$ cat config.mk
export PLATFORM = sky130hd
export DESIGN_NAME = if_id_fetch_stage
export DESIGN_NICKNAME = d
export VERILOG_FILES = /design/src/rtl/if_id_fetch_pkg.sv /design/src/rtl/if_id_fetch_stage.sv
export SDC_FILE = /design/constraint.sdc
export NUM_CORES = 1
export LEC_CHECK = 0
export BUFFER_PORTS_ARGS = -buffer_cell sky130_fd_sc_hd__buf_2
export CAP_MARGIN = 5
export CORE_ASPECT_RATIO = 0.6
export CORE_MARGIN = 1.5
export CORE_UTILIZATION = 45
export CTS_BUF_LIST = sky130_fd_sc_hd__clkbuf_4
export CTS_CLUSTER_SIZE = 24
export DETAILED_ROUTE_END_ITERATION = 12
export PLACE_DENSITY = 0.67
export SYNTH_ARGS = -nofsm -noshare
export SYNTH_HDL_FRONTEND = slang
export SYNTH_SLANG_ARGS = --single-unit
$ cat constraint.sdc
create_clock -name clk -period 3.7 [get_ports clk]
set_input_delay 0.74 -clock clk [delete_from_list [all_inputs] [get_ports clk]]
set_output_delay 0.74 -clock clk [all_outputs]
set_load 0.03 [all_outputs]
$ cat src/rtl/if_id_fetch_pkg.sv
// Shared definitions for the instruction-fetch stage: default reset PC, bubble
// encoding, fetch FSM encodings and the wrapping PC incrementer.
package if_id_fetch_pkg;

    localparam logic [31:0] DEF_RESET_PC  = 32'h0040_0000;
    localparam logic [31:0] DEF_NOP_INSTR = 32'h0000_0000;

    typedef enum logic [1:0] {
        FETCH = 2'd0,
        FULL  = 2'd1,
        DRAIN = 2'd2
    } fetch_state_t;

    // 32-bit unsigned wrap: 32'hFFFF_FFFC + 4 yields 0
    function automatic logic [31:0] pc_inc(input logic [31:0] pc);
        return pc + 32'd4;
    endfunction

endpackage

$ cat src/rtl/if_id_fetch_stage.sv
// Instruction fetch over a req/ack memory handshake plus the IF/ID pipeline
// register, with a one-entry skid buffer for words acked during a stall.
module if_id_fetch_stage
    import if_id_fetch_pkg::*;
#(
    parameter logic [31:0] RESET_PC  = DEF_RESET_PC,
    parameter logic [31:0] NOP_INSTR = DEF_NOP_INSTR
) (
    input  logic        clk,
    input  logic        rst,
    input  logic        stall,
    input  logic        redirect_valid,
    input  logic [31:0] redirect_pc,
    output logic        imem_req,
    output logic [31:0] imem_addr,
    input  logic        imem_ack,
    input  logic [31:0] imem_rdata,
    output logic [31:0] instr_id,
    output logic [31:0] pc_plus4_id,
    output logic        valid_id
);

    fetch_state_t r_state;
    logic [31:0]  r_pc;
    logic [31:0]  r_req_addr;
    logic [31:0]  r_buf;
    logic [31:0]  r_instr_id;
    logic [31:0]  r_pc_plus4_id;
    logic         r_valid_id;

    logic         w_req_active;
    logic         w_outstanding;

    // A request is live in FETCH and DRAIN; reset must kill it in the same cycle
    assign w_req_active  = (r_state == FETCH) || (r_state == DRAIN);
    assign w_outstanding = w_req_active && !imem_ack;

    assign imem_req    = w_req_active && !rst;
    assign imem_addr   = r_req_addr;
    assign instr_id    = r_instr_id;
    assign pc_plus4_id = r_pc_plus4_id;
    assign valid_id    = r_valid_id;

    // Fetch FSM, PC, skid buffer and IF/ID register; priority rst > redirect > stall
    always_ff @(posedge clk) begin
        if (rst) begin
            r_state       <= FETCH;
            r_pc          <= RESET_PC;
            r_req_addr    <= RESET_PC;
            r_buf         <= NOP_INSTR;
            r_instr_id    <= NOP_INSTR;
            r_pc_plus4_id <= 32'd0;
            r_valid_id    <= 1'b0;
        end else if (redirect_valid) begin
            r_instr_id <= NOP_INSTR;
            r_valid_id <= 1'b0;
            r_pc       <= redirect_pc;
            r_buf      <= NOP_INSTR;
            // Any acked word this edge is dropped; an unacked request must drain first
            if (w_outstanding) begin
                r_state <= DRAIN;
            end else begin
                r_state    <= FETCH;
                r_req_addr <= redirect_pc;
            end
        end else begin
            case (r_state)
                FETCH: begin
                    if (imem_ack) begin
                        r_pc       <= pc_inc(r_pc);
                        r_req_addr <= pc_inc(r_pc);
                        if (stall) begin
                            r_buf   <= imem_rdata;
                            r_state <= FULL;
                        end else begin
                            r_instr_id    <= imem_rdata;
                            r_pc_plus4_id <= pc_inc(r_req_addr);
                            r_valid_id    <= 1'b1;
                        end
                    end else if (!stall) begin
                        r_instr_id <= NOP_INSTR;
                        r_valid_id <= 1'b0;
                    end
                end
                FULL: begin
                    // r_pc already points one past the buffered word
                    if (!stall) begin
                        r_instr_id    <= r_buf;
                        r_pc_plus4_id <= r_pc;
                        r_valid_id    <= 1'b1;
                        r_req_addr    <= r_pc;
                        r_state       <= FETCH;
                    end
                end
                DRAIN: begin
                    if (imem_ack) begin
                        r_req_addr <= r_pc;
                        r_state    <= FETCH;
                    end
                    if (!stall) begin
                        r_instr_id <= NOP_INSTR;
                        r_valid_id <= 1'b0;
                    end
                end
                default: begin
                    r_state    <= FETCH;
                    r_req_addr <= r_pc;
                    r_instr_id <= NOP_INSTR;
                    r_valid_id <= 1'b0;
                end
            endcase
        end
    end

endmodule

; ---- Yosys cells after proc, flatten, opt, wreduce, memory -nomap -nowiden
; Index checks and enable logic that the tools add are counted.
[word_totals]
regBits = 163
output_inout_bits = 98
in_bits = 69
word_cells = 64
[classes]
n_eq_ne = 11
muxes = 27
add_sub_neg = 2
n_reduce_logical = 16
n_bitwise = 1
[ops]
columns = op, n
row1 = $mux 32, 13
row2 = $pmux 32 s3, 2
row3 = $add 32x3->32 const B, 2
row4 = $pmux 32 s2, 1
row5 = $ne 3x3->1 const B, 5
row6 = $mux 2, 6
row7 = $ne 2x2->1 const B, 4
row8 = $reduce_and 4->1, 2
row9 = $pmux 2 s3, 1
row10 = $reduce_bool 2->1, 3
row11 = $reduce_and 5->1, 1
row12 = $reduce_and 2->1, 2
row13 = $mux 1, 3
row14 = $pmux 1 s3, 1
row15 = $reduce_and 3->1, 1
row16 = $eq 2x1->1 const B, 1
row17 = $eq 2x2->1 const B, 1
row18 = $logic_and 1x1->1, 2
row19 = $logic_not 1->1, 2
row20 = $logic_not 2->1, 1
row21 = $reduce_or 2->1, 1
row22 = $logic_or 1x1->1, 1
row23 = $not 1->1, 1

; ---- Logic depth before layout (Yosys ltp)
; Gate-level depths: netlist (run 1).
[depth]
word_depth = 5
mapped_depth = 8
mapped_depth_nobuf = 6

; ---- Worst setup path after synthesis (run 1)
; No wires, ideal clock.
[synth_path]
kind = input port to flip-flop
from = input stall
to = register r_pc_plus4_id[19], in the netlist pc_plus4_id[19]
cell_stages = 5
path_slack_ps = 1485
required_ps = 3605
setup_time_ps = 95
t_arrival_ps = 2120
path_buffers = 2
path_cell_list = clkbuf_1 nor4_1 clkbuf_1 o21ai_0 a221oi_1
[synth_via]
elab_chain_cells = 2
word_cells_on_any_way = 3
cone_classes = 2 x eq/ne / 1 x reduce/logical
[synth_lines]
columns = element, line
row1 = start: declaration, if_id_fetch_stage.sv:11  ; input logic stall,
row2 = $ne 2x2->1 (no line), n/a
row3 = $reduce_and 5->1 (no line) *, n/a
row4 = end signal: assignment, if_id_fetch_stage.sv:77  ; r_pc_plus4_id <= pc_inc(r_req_addr);
row5 = end signal: assignment, if_id_fetch_stage.sv:89  ; r_pc_plus4_id <= r_pc;
row6 = end: declaration, if_id_fetch_stage.sv:28  ; logic [31:0] r_pc_plus4_id;
; Mark *: on every way between the ends. The rest lies on a longest branch, timed or not.
; A chain may end at the register's enable or synchronous reset.

; ---- Worst setup path after layout (run 1)
[layout_path]
from = register r_pc[2]
to = register r_pc[28]
[layout_via]
elab_chain_cells = 4
[layout_lines]
columns = element, line
row1 = start: declaration, if_id_fetch_stage.sv:24  ; logic [31:0] r_pc;
row2 = start signal: assignment, if_id_fetch_stage.sv:57  ; r_pc <= redirect_pc;
row3 = start signal: assignment, if_id_fetch_stage.sv:70  ; r_pc <= pc_inc(r_pc);
row4 = $add 32x3->32, if_id_fetch_pkg.sv:16  ; return pc + 32'd4;
row5 = $mux 32, if_id_fetch_stage.sv:69  ; if (imem_ack) begin
row6 = $mux 32, if_id_fetch_stage.sv:67  ; case (r_state)
row7 = $mux 32, if_id_fetch_stage.sv:54  ; end else if (redirect_valid) begin
; No other way between the ends. The select of a mux whose other input is x is not followed.

==> impl_results.md, run 1 <==
- Status: completed
- Post-cts hold buffer count: 0
- Post-route clock skew: 0.02503 ns
- Die span in x: 178.5 µm
- P&R area growth vs syn: 14.06%
- Root Driver: clkbuf_4
- Row count: 38
- #FFs+latches synth: 163
- Primary FF master, synth: dfxtp_1
- RePlAce Congestion: 0.9652
- First-pass GRT wire length: 42,080 µm
- Hold Path Class: input pin to register
- Layout fillers: 1,805
- Post-Route WL: 27,200 µm
- Minimum clock period: 2.682 ns
- Max-cap violations: 0
- Congestion Overflow GR: 0
- Hold path depth: 3
- FF-to-FF setup slack: 1.02 ns
- Drt wl/cell: 19.40 µm
- Initial Util: 46.05%
- R2R Path End: r_pc[28]
- Ys Warns: 0
- Slowest cell on crit path: dfxtp_1
- Sequential element share of the synthesized area: 39.22%
- Met3 wire len: 3602 µm
- Worst R2R Start: r_pc[2]
- Worst-Margin Slew: 0.7378 ns
- CP Cell Sequence: ha_1 > and3_1 > nand2_1 > or3_4 > or4_1 > a311oi_1
- CP arrival: 3.19 ns
- Vias/cell: 5.963
- Clk sinks: 163
- Clk buf depth: 2
- Setup Buffers After CTS: 0
- Most frequent cells in the layout: buf_2 (166), dfxtp_1 (163), nand2_1 (148)
- Count of cell types in the netlist: 63
- DRC viols: 0
- Final nets: 1,220
- Largest delay share family, worst path: simple AND/OR/NAND/NOR gates
- Share of cells above drive strength 1: 20.57%
- Initial antenna violation count: 2
- Post-synth ARST share: 0%
- H-tree depth: 4
- FF+latch area: 3263 µm²
- Startpoint Class: register
- Total CTS buffers: 17
- CP max stage delay: 0.51 ns
- Later-pin clock latency in the skew report: 0.59 ns
- Core ar.: 18,070 µm²
- DR WL met2: 9921 µm
- Worst setup EP type: register
- Worst hold slack: 0.3812 ns
- Port bufs: 166
- Antenna cells: 0
- Die area: 19,340 µm²
- Net count after synthesis: 1,112
- Max-slew violations: 0
- Cell area power density: 387.1 nW/µm²
- Max Clk Rate: 372.9 MHz
- Syn Area/Cell: 7.993 µm²
- Buf+Inv Stages, Crit Path: 0
- DR top layer: met4
- WHS Endpoint: r_buf[28]
- Ports: 167
- Synthesized area: 8320 µm²
- Worst R2R Path Depth: 6
- Required @ worst endpoint: 4.21 ns
- Vias in the first global route: 7,356
- Remaining antenna violation count after routing: 0
- Type of the worst setup path: register to register
- Commonest non-fill, non-tap cell in the layout: buf_2
- Largest net degree at the start of global routing: 67
- CTS tree: done
- Mapped Cells: 1,041
- Final setup fails: 0
- Final core occ: 52.53%
- Aggregate negative setup slack: 0 ns
- Final worst path period share: 72.48%
- RSZ-0062 raised after global routing: false
- Worst slew margin: 50.71%
- Hold_sp: imem_rdata[28]
- Post-CTS sizing: 0
- DP Wirelength: 19,220 µm
- DR pass1 iterations: 5
- CTS clk-pin slew, worst paths: 0.15 ns
- Overall routing resource usage: 28.42%
- Post-synth EDFFs: 0
- Max FO, Critical Path: 12
- Multi-input logic area: 4627 µm²
- Vias: 8,360
- Met1 wire length: 13,390 µm
- DIE HEIGHT: 108.3 µm
- Drt initial violations: 1,217
- Final Hold Viols: 0
- Worst vdd ir: 0.1586 mV
- Pleak: 3.540 nW
[stage by stage]
step / worst slack (ns) / area (µm²) / total power [mW] / cells
floorplan: 1.485 / 8320 / 2.390 / 1041
global placement: 1.108 / 9216 / 2.614 / 1370
detailed placement: 1.082 / 9216 / 2.620 / 1370
CTS: 1.052 / 9490 / 3.676 / 1402
global route: 0.8533 / 9490 / 3.828 / 1402
finish: 1.018 / 9490 / 3.674 / 1402
[worst max-delay path by stage]
stage	slack [ns]	to	start	cells past startpoint
final	1.02	r_pc[28]	r_pc[2]	6
after global routing	0.85	r_pc[28]	r_pc[2]	6
after CTS	1.05	r_pc[28]	r_pc[2]	6
after detailed placement	1.08	r_pc[29]	imem_ack	6
after global placement	1.11	r_pc[29]	imem_ack	6
after floorplan	1.48	pc_plus4_id[19]	stall	5
[worst min-delay path, stage by stage]
cell and delay, ns:
buf_2 0.10, nand2_1 0.05, a21oi_1 0.05
[power by group]
part	internal, mW	switching [mW]	leakage [nW]
Sequential	1.84	0.135	1.33
Clock	0.353	0.722	0.146
Combinational	0.224	0.403	2.06
Total	2.41	1.26	3.54
[cells by family after synthesis]
group,Yosys count,synth area share (%)
buf+inv,108,5.744
compound gates,308,24.90
mux,3,0.3609
fa+ha+maj,2,0.3007
flops,163,39.22
xor+xnor,69,7.263
simple gates,388,22.21
[synthesized netlist by cell type, types with 8 or more instances]
master	number	area, µm²
a211oi_1	18	135.1
nand2_1	149	559.3
xnor2_1	59	516.8
nor2_1	89	334.1
o211ai_1	12	90.09
a221oi_1	15	131.4
o21ai_0	48	240.2
xor2_1	10	87.58
a22o_1	32	280.3
nor4_1	26	162.7
dfxtp_1	163	3263
a21oi_1	75	375.4
inv_1	10	37.54
nand3_1	32	160.2
nand4_1	18	112.6
nand2b_1	9	56.30
a22oi_1	36	270.3
and3_1	13	81.33
clkbuf_1	81	304.0
and4_1	8	70.07
a31oi_1	11	68.82
o22ai_1	19	118.9
nor3_1	16	80.08
[flip-flops by register name, summed over array words and instances (netlist names)]
name         cells
valid_id         1
pc_plus4_id     32
r_pc            32
r_state          2
instr_id        32
imem_addr       32
r_buf           32
[per-layer routing]
metal	global-route usage, %	vias to the layer above
met5	0	-
met4	6.310	0
met3	9.212	23
met2	34.36	446
met1	46.06	3907
li1	-	3984
[layout make-up]
class / count / share of cell area [%]
inverters: 10 / 0.3955
clock inverters: 15 / 1.543
repair buffers: 187 / 10.42
clock buffers: 17 / 1.345
multi-input cells: 770 / 48.75
well taps: 240 / 3.164
flip-flops and latches: 163 / 34.38
Power figures use the tool's default switching activity.
==> run 2: changes to the inputs <==
--- a/config.mk
+++ b/config.mk
@@ -13,7 +13,7 @@
 export CTS_BUF_LIST = sky130_fd_sc_hd__clkbuf_4
 export CTS_CLUSTER_SIZE = 24
 export DETAILED_ROUTE_END_ITERATION = 12
-export PLACE_DENSITY = 0.67
+export PLACE_DENSITY = 0.7
 export SYNTH_ARGS = -nofsm -noshare
 export SYNTH_HDL_FRONTEND = slang
 export SYNTH_SLANG_ARGS = --single-unit
==> constraint.sdc (replaced) <==
create_clock -name clk -period 2.2 [get_ports clk]
set_input_delay 0.44 -clock clk [delete_from_list [all_inputs] [get_ports clk]]
set_output_delay 0.44 -clock clk [all_outputs]
set_load 0.03 [all_outputs]
==> run 2 against run 1 <==
  * Clock skew grew 0.0045 ns
  * Global-route usage grew 0.98 points
  * First-iteration DRC count grew 5.0%
  * Maximum frequency grew 27%
  * Critical path type unchanged
==> impl_results.md, run 2 (same netlist as run 1, synthesis figures left out) <==
- Required @ worst endpoint: 2.66 ns (was 4.21 ns)
- Worst-Margin Slew: 0.6966 ns (was 0.7378 ns)
- Sw frac: 34.41% (was 34.31%)
- Final setup fails: 0 (unchanged)
- Minimum clock period: 2.114 ns (was 2.682 ns)
- Later-pin clock latency in the skew report: 0.59 ns (about the same)
- RePlAce Congestion: 0.9865 (was 0.9652)
- Die area: 19,340 µm² (unchanged)
- Placed insts: 1,436 (was 1,370)
- Core ar.: 18,070 µm² (unchanged)
- Grt met3 use: 13.68% (was 9.212%)
- Most frequent cells in the layout: buf_2 (166), dfxtp_1 (162), nand2_1 (148) (was buf_2 (166), dfxtp_1 (163), nand2_1 (148))
- Status: completed (unchanged)
- Worst vdd ir: 0.3180 mV (was 0.1586 mV)
- Vias/cell: 5.899 (was 5.963)
- Slowest cell on crit path: or4b_2 (was dfxtp_1)
- DIE HEIGHT: 108.3 µm (unchanged)
- Max FO, Critical Path: 8 (was 12)
- Vias in the first global route: 7,585 (was 7,356)
- DR pass1 iterations: 6 (was 5)
- Worst setup EP type: register (unchanged)
- Post-Route WL: 28,660 µm (was 27,200 µm)
- Remaining antenna violation count after routing: 0 (unchanged)
- CTS clk-pin slew, worst paths: 0.16 ns (was 0.15 ns)
- Largest delay share family, worst path: simple AND/OR/NAND/NOR gates (unchanged)
- Int Pwr: 4.141 mW (was 2.414 mW)
- Met2 GRT Util: 36.16% (was 34.36%)
- Met1 Track Usage GR: 44.95% (was 46.06%)
- Root Driver: clkbuf_4 (unchanged)
- Max Clk Rate: 472.9 MHz (was 372.9 MHz)
- H-tree depth: 4 (unchanged)
- Post-route insts no fill: 1,468 (was 1,402)
- Type of the worst setup path: register to register (unchanged)
- RSZ-0062 raised after global routing: false (unchanged)
- CP Cell Sequence: nor4bb_1 > nand3_1 > or4b_2 > a32oi_1 > nor2_1 (was ha_1 > and3_1 > nand2_1 > or3_4 > or4_1 > a311oi_1)
- Final worst path period share: 96.11% (was 72.48%)
- Aggregate negative setup slack: 0 ns (unchanged)
- Commonest non-fill, non-tap cell in the layout: buf_2 (unchanged)
- Net Sw Power: 2.173 mW (was 1.260 mW)
- Startpoint Class: register (unchanged)
- P&R area growth vs syn: 20.75% (was 14.06%)
- Max-slew violations: 0 (unchanged)
- Share of cells above drive strength 1: 25.08% (was 20.57%)
- Power consumption: 6.313 mW (was 3.674 mW)
- Initial antenna violation count: 1 (was 2)
- Setup Buffers After CTS: 0 (unchanged)
- Final Hold Viols: 0 (unchanged)
- DRC viols: 0 (unchanged)
- Initial Util: 46.05% (unchanged)
- Congestion Overflow GR: 0 (unchanged)
- Overall routing resource usage: 29.40% (was 28.42%)
- CP max stage delay: 0.64 ns (was 0.51 ns)
- Setup Slack @ Placement: 0.07004 ns (was 1.082 ns)
- Hold Path Class: input pin to register (unchanged)
- CTS tree: done (unchanged)
- Max-cap violations: 0 (unchanged)
- Drt wl/cell: 19.52 µm (was 19.40 µm)
- Final Cell Area: 10,050 µm² (was 9490 µm²)
- Comb pwr share: 20.2% (was 17.1%)
- Post-route clock skew: 0.02951 ns (was 0.02503 ns)
- First-pass GRT wire length: 43,350 µm (was 42,080 µm)
- CP arrival: 2.58 ns (was 3.19 ns)
- GRT Max-Usage Layer: met1 (unchanged)
- Clk sinks: 163 (unchanged)
- Largest net degree at the start of global routing: 67 (unchanged)
- Antenna cells: 0 (unchanged)
- Port bufs: 166 (unchanged)
- DP Wirelength: 20,710 µm (was 19,220 µm)
- Pleak: 3.884 nW (was 3.540 nW)
- Cell area power density: 628.4 nW/µm² (was 387.1 nW/µm²)
- Area after DPL: 9762 µm² (was 9216 µm²)
- Die span in x: 178.5 µm (unchanged)
- Drt initial violations: 1,278 (was 1,217)
- Post-route setup slack: 0.08561 ns (was 1.018 ns)
- Final nets: 1,286 (was 1,220)
- Worst slew margin: 53.56% (was 50.71%)
- Row count: 38 (unchanged)
- Total CTS buffers: 17 (unchanged)
- Clk buf depth: 2 (unchanged)
- Flop pwr share: 51.1% (was 53.7%)
- Buf+Inv Stages, Crit Path: 0 (unchanged)
- Clock share of power: 28.7% (was 29.3%)
- Ports: 167 (unchanged)
- Vias: 8,660 (was 8,360)
==> run 2: layer usage <==
| layer | part of all wire (%) | vias up |
|---|---|---|
| met5 | 0 | - |
| li1 | - | 4119 |
| met4 | 0.78 | 0 |
| met3 | 15 | 18 |
| met1 | 48 | 4062 |
| met2 | 37 | 461 |
==> run 2: cell type report <==
cell class / count / area, µm²
Tap cell: 240 / 300.3
Timing Repair Buffer: 253 / 1534
Fill cell: 1726 / 8020
Inverter: 10 / 37.54
Clock inverter: 15 / 150.1
Multi-Input combinational cell: 770 / 4633
Clock buffer: 17 / 127.6
Sequential cell: 163 / 3264
==> run 2: final timing paths <==
| check | slack [ns] | endpoint | from | cells past startpoint |
|---|---|---|---|---|
| worst max-delay path | 0.09 | imem_addr[11] | r_pc[8] | 5 |
| worst min-delay path | 0.08 | r_buf[9] | imem_rdata[9] | 3 |
| worst max register to register | 0.09 | imem_addr[11] | r_pc[8] | 5 |
| worst min register to register | 0.46 | pc_plus4_id[10] | pc_plus4_id[10] | 2 |
==> run 2: per-stage QoR <==
step                util [%]  hold WS [ns]
floorplan                  -        0.4360
global placement       54.03        0.4393
detailed placement     54.03        0.4458
CTS                    55.57       0.04538
global route           55.61       0.06001
finish                 55.61       0.08199
==> run 2: tightest hold or removal path, stage by stage <==
cell and delay [ns]:
buf_2 0.10, nand2_1 0.05, a21oi_1 0.05
==> run 2: repair_timing <==
item	in CTS	in global routing
hold buffers	0	0
gates resized for setup	0	2
endpoints found under the setup margin	0	16
==> run 2: power by group through the flow <==
stage | clock, mW | combinational (mW) | sequential, mW
after detailed placement | 0 | 1.24 | 3.28
after CTS | 1.83 | 1.25 | 3.22
after floorplan | 0 | 0.596 | 3.42
after global routing | 1.95 | 1.36 | 3.24
final | 1.81 | 1.27 | 3.23
after global placement | 0 | 1.24 | 3.28
